===== config.mk =====
export PLATFORM = sky130hd
export DESIGN_NAME = aes_encipher_core
export DESIGN_NICKNAME = d
export VERILOG_FILES = /design/src/rtl/aes_encipher_core.sv
export SDC_FILE = /design/constraint.sdc
export NUM_CORES = 1
export LEC_CHECK = 0
export ABC_AREA = 1
export CAP_MARGIN = 20
export CORE_UTILIZATION = 35
export DETAILED_ROUTE_END_ITERATION = 10
export GPL_TIMING_DRIVEN = 1
export PLACE_DENSITY_LB_ADDON = 0.15
export SYNTH_ARGS = -nofsm -noshare
export SYNTH_HDL_FRONTEND = slang
export SYNTH_SLANG_ARGS = --single-unit

===== constraint.sdc =====
create_clock -name clk -period 2.1 [get_ports clk]
set_input_delay 0.315 -clock clk [delete_from_list [all_inputs] [get_ports clk]]
set_output_delay 0.315 -clock clk [all_outputs]
set_load 0.1 [all_outputs]

===== src/rtl/aes_encipher_core.sv =====
// Iterative AES-128/256 encipher datapath: one column per cycle through an external
// S-box, with round keys returned combinationally for the registered round index.
module aes_encipher_core (
    input  logic         clk,
    input  logic         reset,
    input  logic         next,
    input  logic         keylen,
    output logic [3:0]   round,
    input  logic [127:0] round_key,
    output logic [31:0]  sboxw,
    input  logic [31:0]  new_sboxw,
    input  logic [127:0] block,
    output logic [127:0] new_block,
    output logic         ready
);

    typedef enum logic [1:0] {IDLE, INIT, SBOX, MAIN} fsm_e;

    fsm_e         fsm_q, fsm_d;
    logic [3:0]   round_q, round_d;
    logic [1:0]   word_q, word_d;
    logic [127:0] block_q, block_d;
    logic         keylen_q, keylen_d;
    logic [3:0]   num_rounds;
    logic [127:0] shifted;

    function automatic logic [7:0] xtime(input logic [7:0] b);
        return {b[6:0], 1'b0} ^ (b[7] ? 8'h1b : 8'h00);
    endfunction

    function automatic logic [31:0] mix_column(input logic [31:0] col);
        logic [7:0] a0, a1, a2, a3;
        {a0, a1, a2, a3} = col;
        return {xtime(a0) ^ xtime(a1) ^ a1 ^ a2 ^ a3,
                a0 ^ xtime(a1) ^ xtime(a2) ^ a2 ^ a3,
                a0 ^ a1 ^ xtime(a2) ^ xtime(a3) ^ a3,
                xtime(a0) ^ a0 ^ a1 ^ a2 ^ xtime(a3)};
    endfunction

    // Byte (column c, row r) sits at bits [127-8*(4c+r) -: 8].
    function automatic logic [127:0] shift_rows(input logic [127:0] s);
        logic [127:0] r;
        r = '0;
        for (int c = 0; c < 4; c++) begin
            for (int row = 0; row < 4; row++) begin
                r[127 - 8*(4*c + row) -: 8] = s[127 - 8*(4*((c + row) % 4) + row) -: 8];
            end
        end
        return r;
    endfunction

    function automatic logic [127:0] mix_columns(input logic [127:0] s);
        return {mix_column(s[127:96]), mix_column(s[95:64]),
                mix_column(s[63:32]),  mix_column(s[31:0])};
    endfunction

    assign num_rounds = keylen_q ? 4'd14 : 4'd10;
    assign shifted    = shift_rows(block_q);

    // NOTE: non-blocking assignments for all state so every flop samples pre-edge values.
    always_ff @(posedge clk) begin
        if (reset) begin
            fsm_q    <= IDLE;
            round_q  <= '0;
            word_q   <= '0;
            block_q  <= '0;
            keylen_q <= 1'b0;
        end else begin
            fsm_q    <= fsm_d;
            round_q  <= round_d;
            word_q   <= word_d;
            block_q  <= block_d;
            keylen_q <= keylen_d;
        end
    end

    // NOTE: every combinational output is given a default first, so no latch is inferred.
    always_comb begin
        fsm_d = fsm_q;
        case (fsm_q)
            IDLE:    if (next) fsm_d = INIT;
            INIT:    fsm_d = SBOX;
            SBOX:    if (word_q == 2'd3) fsm_d = MAIN;
            MAIN:    fsm_d = (round_q == num_rounds) ? IDLE : SBOX;
            default: fsm_d = IDLE;
        endcase
    end

    always_comb begin
        round_d  = round_q;
        word_d   = word_q;
        block_d  = block_q;
        keylen_d = keylen_q;
        case (fsm_q)
            IDLE: begin
                if (next) begin
                    keylen_d = keylen;
                    round_d  = '0;
                end
            end
            INIT: begin
                block_d = block ^ round_key;
                round_d = 4'd1;
                word_d  = '0;
            end
            SBOX: begin
                word_d = word_q + 2'd1;
                case (word_q)
                    2'd0: block_d[127:96] = new_sboxw;
                    2'd1: block_d[95:64]  = new_sboxw;
                    2'd2: block_d[63:32]  = new_sboxw;
                    2'd3: block_d[31:0]   = new_sboxw;
                endcase
            end
            MAIN: begin
                if (round_q == num_rounds) begin
                    block_d = shifted ^ round_key;
                end else begin
                    block_d = mix_columns(shifted) ^ round_key;
                    round_d = round_q + 4'd1;
                end
            end
            default: ;
        endcase
    end

    always_comb begin
        ready = (fsm_q == IDLE);
        sboxw = block_q[127:96];
        case (word_q)
            2'd0: sboxw = block_q[127:96];
            2'd1: sboxw = block_q[95:64];
            2'd2: sboxw = block_q[63:32];
            2'd3: sboxw = block_q[31:0];
        endcase
    end

    assign round     = round_q;
    assign new_block = block_q;

endmodule


==> impl_metrics.tcl <==
set metrics [dict create \
    status "complete, but fails checks" \
    violations "setup timing" \
    fmax_ghz 0.408 \
    cts_tree "done" \
    cap_violations 0 \
    final_cells 5085 \
    gp_congestion 1.05 \
    slew_violations 0 \
    syn_inst 3769 \
    cts.sinks 137 \
    finalNetCount 4619 \
    worst_pin_slew_ps 661 \
    dpl.cell_count 5000 \
    cp_max_fo 6 \
    dp_hpwl_mm 91.8 \
    critPathRequiredTime_ps 1780 \
    clock_latency_ps 510 \
    ys_types 36 \
    vias 27719 \
    async_flop_share_pct 0 \
    yosysTopAreaCell "nand2_1" \
    period_needed_ps 2450 \
    syn_area_per_cell_um2 5.19 \
    grt.total_usage_pct 40.4 \
    antenna_left 0 \
    drive_above_1_share_pct 25.0 \
    die_y_um 238 \
    final_cell_mix "1,629 x nand2_1, 444 x inv_1, 334 x nand3_1" \
    syn2layout_area_growth_pct 50.8 \
    setup_viol 34 \
    dieArea_um2 56800 \
    rows 86 \
    start_util_pct 35.4 \
    synthFlopType "dfxtp_1" \
    cts-buffers-inserted 17 \
    skew_ps 14.7 \
    hold_buffers 0 \
    synth_seq_area_share_pct 14.0 \
    fillers 5652 \
    final_area_um2 29500 \
    rsz0062_at_grt "true" \
    io_pins 457 \
    root_buffer "clkbuf_16" \
    grt_max_degree 63 \
    holdWs_ps 456 \
    routed_wl_mm 120 \
    path_clk_slew_ps 70 \
    syn_area_um2 19600 \
    fin_util_pct 53.4 \
    cts-htree-levels 4 \
    drt_first_pass_iters 8 \
    grt_overflow 0 \
    wl_per_cell_um 23.7 \
    die_x_um 238 \
    layout_commonest_cell "nand2_1" \
    arrival_ps 2130 \
    ys_ff_latch 137 \
    synth_edf_count 0 \
    cp-start-kind "flop" \
    drc_errors 0 \
    setup.worst_path.class "reg -> out" \
    grt_pass1_vias 24395 \
    finalHoldViolCount 0 \
    ys_warn_count 0 \
    io_buffers 456 \
    min_period_over_period_pct 117 \
    finalWorstSetupSlack_ps -350 \
    dr.first_iter.drc_count 3664 \
    detail_route.vias_per_cell 5.45 \
    yosys.area.top_type_share_pct 32.0 \
    antenna_found_initial 6 \
    hp-class "in -> reg" \
    core-area_um2 55200 \
    setup.worst_path.end_class "output pin" \
    grt_pass1_wl_mm 166 \
    slew_headroom_pct 55.9 \
    placed_cell_area_um2 26800 \
    cts_buffer_depth 2 \
    synth_area_leaders "nand2_1 32%, dfxtp_1 14%, nand3_1 9.8%, inv_1 9.0%, nand3_2 5.1%" \
    syn_nets 4071 \
]
[metrics by stage]
step	setup TNS (ps)	setup slack [ps]
global placement	-149	-136
global route	-10590	-377
CTS	-8560	-345
finish	-9020	-350
floorplan	-82.8	-82.8
detailed placement	-208	-128
[cells by family after synthesis]
kind of cell / Yosys count / synth area share, %
XOR/XNOR: 111 / 4.97
flip-flops: 137 / 14.0
adder cells (fa/ha/maj): 10 / 0.640
buffers and inverters: 669 / 14.5
AO/OA/AOI/OAI: 375 / 10.4
AND/OR/NAND/NOR: 2467 / 55.5
[metal layers]
layer	global-route usage (%)	wire [µm]	vias to the layer above	share of wire (%)
li1	-	-	12843	-
met1	50.1	45700	12641	38
met2	60.5	50300	1822	42
met3	12.7	15600	407	13
met4	25.2	8670	6	7.2
met5	0	27	-	0.022
[worst paths after layout]
check,startpoint,cells after the start,slack (ps),to
hold / removal,keylen,3,460,keylen_q$_SDFFE_PP0P_
setup / recovery,word_q[1]$_SDFFE_PP0P_,9,-350,sboxw[8]
hold reg to reg,fsm_q[1]$_SDFFE_PP0P_,1,510,fsm_q[1]$_SDFFE_PP0P_
setup reg to reg,round[2]$_SDFFE_PP0P_,12,-60,new_block[108]$_SDFFE_PP0P_
[registers in the layout, summed over array words and instances (netlist names)]
name	flops
fsm_q	2
keylen_q	1
round	4
word_q	2
new_block	128
[synth_stat cells (2+ instances only)]
cell and instances:
clkinv_1 7, a211oi_1 33, nand3b_1 22, buf_4 3
nand4_1 22, a21oi_1 162, nand3_2 100, a21oi_2 6
inv_2 5, nand2_2 2, o21ai_0 136, inv_1 468
nor2_1 137, buf_12 10, buf_6 14, buf_2 31
or2_2 130, o21ai_1 3, buf_1 20, xor2_1 64
nand2_1 1667, xnor2_1 47, dfxtp_1 137, clkbuf_1 109
ha_1 10, o22ai_1 32, nand3_1 383
[what timing repair did]
item | CTS | global route
endpoints found under the setup margin | 35 | 130
pin swaps | 16 | 88
setup buffers | 22 | 16
gates resized for setup | 120 | 214
gates cloned | 6 | 12
[critical path: stages, from the launching register on]
cell and delay, ps:
dfxtp_4 370, ha_4 180, inv_6 60, buf_12 140
buf_6 140, o22ai_4 80, a211oi_4 270, buf_4 170
a21oi_4 40, buf_12 180
[area by class of cell]
type	instances	area, µm²	area share (%)
Antenna cell	7	17.5	0.0594
Clock buffer	19	454	1.54
Clock inverter	13	118	0.399
Inverter	481	1830	6.22
Multi-Input combinational cell	2963	15600	52.8
Sequential cell	137	2990	10.1
Tap cell	748	936	3.17
Timing Repair Buffer	717	7570	25.7
Power is left out: the tool's default activity adds up to more than one toggle a clock period on the data nets, which glitch-free logic cannot reach.
